===== config.mk =====
export PLATFORM = sky130hd
export DESIGN_NAME = shared_ins_mem
export DESIGN_NICKNAME = d
export VERILOG_FILES = /design/src/rtl/shared_ins_mem_pkg.sv /design/src/rtl/shared_ins_mem_rr_arbiter.sv /design/src/rtl/shared_ins_mem.sv
export SDC_FILE = /design/constraint.sdc
export NUM_CORES = 2
export LEC_CHECK = 0
export BUFFER_PORTS_ARGS = -buffer_cell sky130_fd_sc_hd__buf_2
export CAP_MARGIN = 20
export CORE_MARGIN = 10
export CORE_UTILIZATION = 64
export CTS_BUF_LIST = sky130_fd_sc_hd__clkbuf_8 sky130_fd_sc_hd__clkbuf_16
export DETAILED_ROUTE_END_ITERATION = 8
export PLACE_DENSITY_LB_ADDON = 0.1
export REMOVE_ABC_BUFFERS = 1
export SLEW_MARGIN = 15
export SYNTH_ARGS = -nofsm -noshare
export SYNTH_HDL_FRONTEND = slang
export SYNTH_HIERARCHICAL = 1
export SYNTH_SLANG_ARGS = --single-unit

===== constraint.sdc =====
create_clock -name clk -period 8 [get_ports clk]
set_input_delay 0.8 -clock clk [delete_from_list [all_inputs] [get_ports clk]]
set_output_delay 0.8 -clock clk [all_outputs]
set_load 0.005 [all_outputs]

===== src/rtl/shared_ins_mem_pkg.sv =====
// Shared processor defaults for the instruction memory and its read arbiter.
package shared_ins_mem_pkg;

   localparam int DEF_DATA_WIDTH = 12;
   localparam int DEF_DEPTH      = 256;
   localparam int DEF_CORE_COUNT = 4;

   // Index width that stays legal (>= 1 bit) for a single core.
   function automatic int idx_width(input int n);
      return (n > 1) ? $clog2(n) : 1;
   endfunction

endpackage


===== src/rtl/shared_ins_mem_rr_arbiter.sv =====
// Round-robin grant for the core read ports; the grant is combinational and the
// last-grant pointer is registered. A blocked cycle (write or reset) issues no grant.
module rr_arbiter
   import shared_ins_mem_pkg::*;
#(
   parameter int CORE_COUNT = DEF_CORE_COUNT,
   parameter int IDX_WIDTH  = idx_width(CORE_COUNT)
) (
   input  logic                  clk,
   input  logic                  rst_n,
   input  logic [CORE_COUNT-1:0] req,
   input  logic                  blk,
   output logic [CORE_COUNT-1:0] gnt,
   output logic [IDX_WIDTH-1:0]  last_gnt
);

   logic [IDX_WIDTH-1:0] last_gnt_d, last_gnt_q;
   logic [IDX_WIDTH-1:0] cand;
   logic                 found;

   // Search starts one past the last winner; modulo keeps the wrap correct for any count.
   always_comb begin
      gnt        = '0;
      last_gnt_d = last_gnt_q;
      found      = 1'b0;
      cand       = '0;
      for (int k = 1; k <= CORE_COUNT; k++) begin
         cand = IDX_WIDTH'((int'(last_gnt_q) + k) % CORE_COUNT);
         if (!found && !blk && req[cand]) begin
            found      = 1'b1;
            gnt[cand]  = 1'b1;
            last_gnt_d = cand;
         end
      end
   end

   always_ff @(posedge clk) begin
      if (!rst_n) begin
         last_gnt_q <= IDX_WIDTH'(CORE_COUNT - 1);
      end else begin
         last_gnt_q <= last_gnt_d;
      end
   end

   assign last_gnt = last_gnt_q;

endmodule


===== src/rtl/shared_ins_mem.sv =====
// Single-port instruction RAM shared by CORE_COUNT read ports; loader writes win the port,
// reads are round-robin arbitrated and return one cycle after grant with a per-core valid pulse.
module shared_ins_mem
   import shared_ins_mem_pkg::*;
#(
   parameter int DATA_WIDTH = DEF_DATA_WIDTH,
   parameter int DEPTH      = DEF_DEPTH,
   parameter int ADDR_WIDTH = $clog2(DEPTH),
   parameter int CORE_COUNT = DEF_CORE_COUNT,
   parameter int IDX_WIDTH  = idx_width(CORE_COUNT)
) (
   input  logic                             clk,
   input  logic                             rstN,
   input  logic                             wrEn,
   input  logic [ADDR_WIDTH-1:0]            wrAddr,
   input  logic [DATA_WIDTH-1:0]            dataIn,
   input  logic [CORE_COUNT-1:0]            rdReq,
   input  logic [CORE_COUNT*ADDR_WIDTH-1:0] rdAddr,
   output logic [CORE_COUNT-1:0]            rdGnt,
   output logic [CORE_COUNT-1:0]            rdValid,
   output logic [CORE_COUNT*DATA_WIDTH-1:0] rdData,
   output logic [IDX_WIDTH-1:0]             lastGnt
);

   logic                                 arb_blk;
   logic [CORE_COUNT-1:0]                gnt;
   logic [ADDR_WIDTH-1:0]                acc_addr;
   logic [DATA_WIDTH-1:0]                mem [DEPTH];
   logic [DATA_WIDTH-1:0]                ram_rd_q;
   logic [CORE_COUNT-1:0]                rd_vld_d, rd_vld_q;
   logic [CORE_COUNT-1:0][DATA_WIDTH-1:0] rd_dat_d, rd_dat_q;

   assign arb_blk = wrEn | ~rstN;

   rr_arbiter #(
      .CORE_COUNT (CORE_COUNT),
      .IDX_WIDTH  (IDX_WIDTH)
   ) u_arb (
      .clk      (clk),
      .rst_n    (rstN),
      .req      (rdReq),
      .blk      (arb_blk),
      .gnt      (gnt),
      .last_gnt (lastGnt)
   );

   // One address for the single port: the write address, else the granted core's address.
   always_comb begin
      acc_addr = wrAddr;
      for (int i = 0; i < CORE_COUNT; i++) begin
         if (gnt[i]) acc_addr = rdAddr[i*ADDR_WIDTH +: ADDR_WIDTH];
      end
   end

   always_ff @(posedge clk) begin
      if (rstN && wrEn) begin
         mem[acc_addr] <= dataIn;
      end else if (|gnt) begin
         ram_rd_q <= mem[acc_addr];
      end
   end

   // The RAM output register feeds only the slice whose valid is up; others hold.
   always_comb begin
      rd_vld_d = gnt;
      rd_dat_d = rd_dat_q;
      for (int i = 0; i < CORE_COUNT; i++) begin
         if (rd_vld_q[i]) rd_dat_d[i] = ram_rd_q;
      end
   end

   always_ff @(posedge clk) begin
      if (!rstN) begin
         rd_vld_q <= '0;
         rd_dat_q <= '0;
      end else begin
         rd_vld_q <= rd_vld_d;
         rd_dat_q <= rd_dat_d;
      end
   end

   assign rdGnt   = gnt;
   assign rdValid = rd_vld_q;
   assign rdData  = rd_dat_d;

endmodule

==> impl_metrics.csv <==
group,metric,value,unit
placed_design,pre_cts_slack,-0.00287,ns
global_route,grt_pass1_vias,78101,
die,row_count,161,
placed_design,dpl.hpwl,226000,um
outcome,status,"completed",
timing,tightest_slew,1.35,ns
clocking,cts_root_buf,"clkbuf_16",
die,die_x,461,um
global_route,grt_use_total,35.9,%
clocking,numCtsBuffers,324,
final_layout,final_cells,11981,
logic_synthesis,async_reset_ff_share,0,%
power_and_ir_drop,powerDensity,282,nW/um^2
logic_synthesis,yosys.cell_types.count,72,
timing,hold_viol,0,
detailed_routing,drt_iter0_markers,13411,
setup_path,path_delay_family,"simple AND/OR/NAND/NOR gates",
detailed_routing,drc,0,
timing,timing.final.crit_share,98.2,%
timing,rsz0062_at_grt,"no",
final_layout,fillers,12355,
setup_path,critical_path_buf_inv_count,2,
clocking,cts_buffer_depth,4,
setup_path,slowest_delay,1.05,ns
die,die_area,213000,sq um
global_route,antenna_found_initial,23,
final_layout,multiInputGateArea,28100,sq um
clocking,clkTransAtPathRegs,0.06,ns
power_and_ir_drop,ir_drop,0.000242,V
final_layout,area_growth,12.5,%
clocking,cts-htree-levels,5,
logic_synthesis,netlist_area,124000,sq um
final_layout,drive_gt1_share,12.7,%
global_route,grt_pass1_wl,555000,um
worst_hold_path,hold_class,"in2reg",
clocking,cts_sinks,3138,
clocking,hold_buffers,0,
global_route,grt_overflow,0,
detailed_routing,num_vias,83156,
logic_synthesis,syn_area_per_cell,13.9,sq um
setup_path,start_kind,"register",
clocking,clkLatencyLatePin,0.96,ns
placed_design,port_buffers,116,
timing,setup_viol,0,
logic_synthesis,ys.flop_type,"edfxtp_1",
logic_synthesis,ys_ff_latch,3138,
timing,fin_crit,7.85,ns
logic_synthesis,synth-seq-area-share,75.3,%
timing,slew_violations,0,
timing,setup-tns-final,0,ns
placed_design,routabilityCongestion,0.943,
timing,max_freq,127,MHz
timing,hold_ws,0.398,ns
setup_path,critPathRequiredTime,8.65,ns
final_layout,fin_util,72.6,%
timing,fin_skew,0.0379,ns
detailed_routing,drt_wl_total,388000,um
setup_path,crit_slowest_cell,"nor4_1",
final_layout,fin_nets,9285,
logic_synthesis,yosys.cell_count.top_type,"edfxtp_1",
logic_synthesis,ys_warn_count,6,
logic_synthesis,yosysTopAreaCellShare,74.4,%
logic_synthesis,synth_edf_count,3084,
setup_path,worstSetupPathType,"reg2reg",
setup_path,cp.arrival,8.50,ns
logic_synthesis,syn_inst,8935,
timing,setup_ws,0.146,ns
logic_synthesis,netlist_top_cells_area,"edfxtp_1, nand2_1, a21oi_1",
final_layout,register_area,93700,sq um
global_route,grt_start_max_net_pins,163,
setup_path,crit_chain,"inv_1 > ha_1 > mux4_2 > or2_4 > nor4b_4 > a22oi_1 > o21ai_1 > mux2i_1 > o211ai_4 > and2_4 > buf_12 > mux2i_1 > a221oi_1 > a31oi_1 > a21oi_1 > nor4_1 > o221ai_1",
placed_design,place_inst,11395,
detailed_routing,detail_route.wl_per_cell,32.4,um
detailed_routing,viasPerCell,6.94,
setup_path,cp_common_cell,"mux2i_1",
detailed_routing,firstDrtPassIters,6,
detailed_routing,antenna_left,0,
logic_synthesis,yosys-top-cells-count,"edfxtp_1, nand2_1, a21oi_1, a211oi_1, clkbuf_1",
setup_path,critPathCaptureType,"register",
die,core-area,193000,sq um
timing,slew_headroom,10.0,%
flow_run,drv_cap,0,
die,die_h,461,um
die,num_io_pins,117,
die,start_util,64.5,%
power_and_ir_drop,power.leakage,47.4,nW
logic_synthesis,yosysTopAreaCell,"edfxtp_1",
setup_path,cp_max_fo,135,
clocking,cts_tree,"built",
flip-flops by register name (all words and copies together) (netlist names):
register and flops:
u_arb/last_gnt 2, rdValid 4, mem 3072, ram_rd_q 12, rd_dat_q 48
worst paths after layout:
kind              cells past startpoint     endpoint              start  slack (ns)
setup / recovery                     17  ram_rd_q[4]  u_arb/last_gnt[0]        0.15
hold / removal                        1  mem[179][1]          dataIn[1]        0.40
setup reg to reg                     17  ram_rd_q[4]  u_arb/last_gnt[0]        0.15
hold reg to reg                       2  rd_dat_q[4]        rd_dat_q[4]        0.58
through the flow:
stage	cell area, sq um	power, mW
after floorplan	122000	24.1
after global placement	130000	25.4
after detailed placement	130000	25.6
after CTS	140000	39.2
after global routing	140000	40.4
final	140000	39.5
repair_timing:
action,in CTS,in global routing
pin swaps,0,1
gates resized for setup,1,2
endpoints found under the setup margin,1,7
setup buffers,0,3
gates cloned,0,0
layout by cell type, fill, tap and decap left out, drive strengths merged, types with 10 or more instances in the layout:
cell type,n
mux2,53
a22oi,72
and2,55
diode,10
a2111oi,13
nor4,98
edfxtp,3084
a21oi,994
nor2,274
bufinv,13
mux2i,92
a211oi,629
dfxtp,54
nor3,13
clkinv,115
o211ai,10
o22ai,36
a32oi,56
nand2,1747
a41oi,32
nand3,242
a311oi,21
buf,644
o21ai,13
mux4,16
clkbuf,340
and3,339
inv,89
a221oi,81
o41ai,12
a31oi,124
worst reg2reg max path, cell delays in order, from the launching register on:
cell      delay [ns]
dfxtp_1         0.64
inv_1           0.19
ha_1            0.41
mux4_2          0.42
or2_4           0.33
nor4b_4         0.35
a22oi_1         0.12
o21ai_1         0.55
mux2i_1         0.28
o211ai_4        0.41
and2_4          0.75
buf_12          0.52
mux2i_1         0.42
a221oi_1        0.13
a31oi_1         0.36
a21oi_1         0.34
nor4_1          1.05
o221ai_1        0.28
cell type report:
type                       count  area share [%]
tap                         2526            2.26
clock buffer                 332            5.91
antenna                       10          0.0179
multi-input combinational   5100            20.0
clock inverter               220           0.924
timing repair buffer         652            3.96
inverter                       3         0.00804
sequential                  3138            66.9
cell families (layout without fill, tap and decap cells):
kind of cell / count (synthesis) / after routing / synth area share [%]
flip-flops: 3138 / 3138 / 75.3
adder cells (fa/ha/maj): 7 / 7 / 0.0703
other: 0 / 10 / 0
multiplexers: 161 / 161 / 1.52
AO/OA/AOI/OAI: 2129 / 2129 / 10.9
AND/OR/NAND/NOR: 2803 / 2803 / 9.81
buffers and inverters: 697 / 1207 / 2.41
report_power, final:
group	internal, mW	leakage (nW)	switching, mW	total, mW
logic	2.01	14.2	5.35	7.36
registers	18.1	28.2	0.0705	18.2
clock network	7.86	5.03	6.07	13.9
total	28.0	47.4	11.5	39.5
layer usage:
metal	part of all wire, %	track usage [%]	vias to the layer above
li1	-	-	34715
met1	35	48.8	41026
met2	44	52.1	6191
met3	14	10.6	1198
met4	6.7	20.1	26
met5	0.050	0	-
No activity file was read; power rests on OpenSTA's default activity.
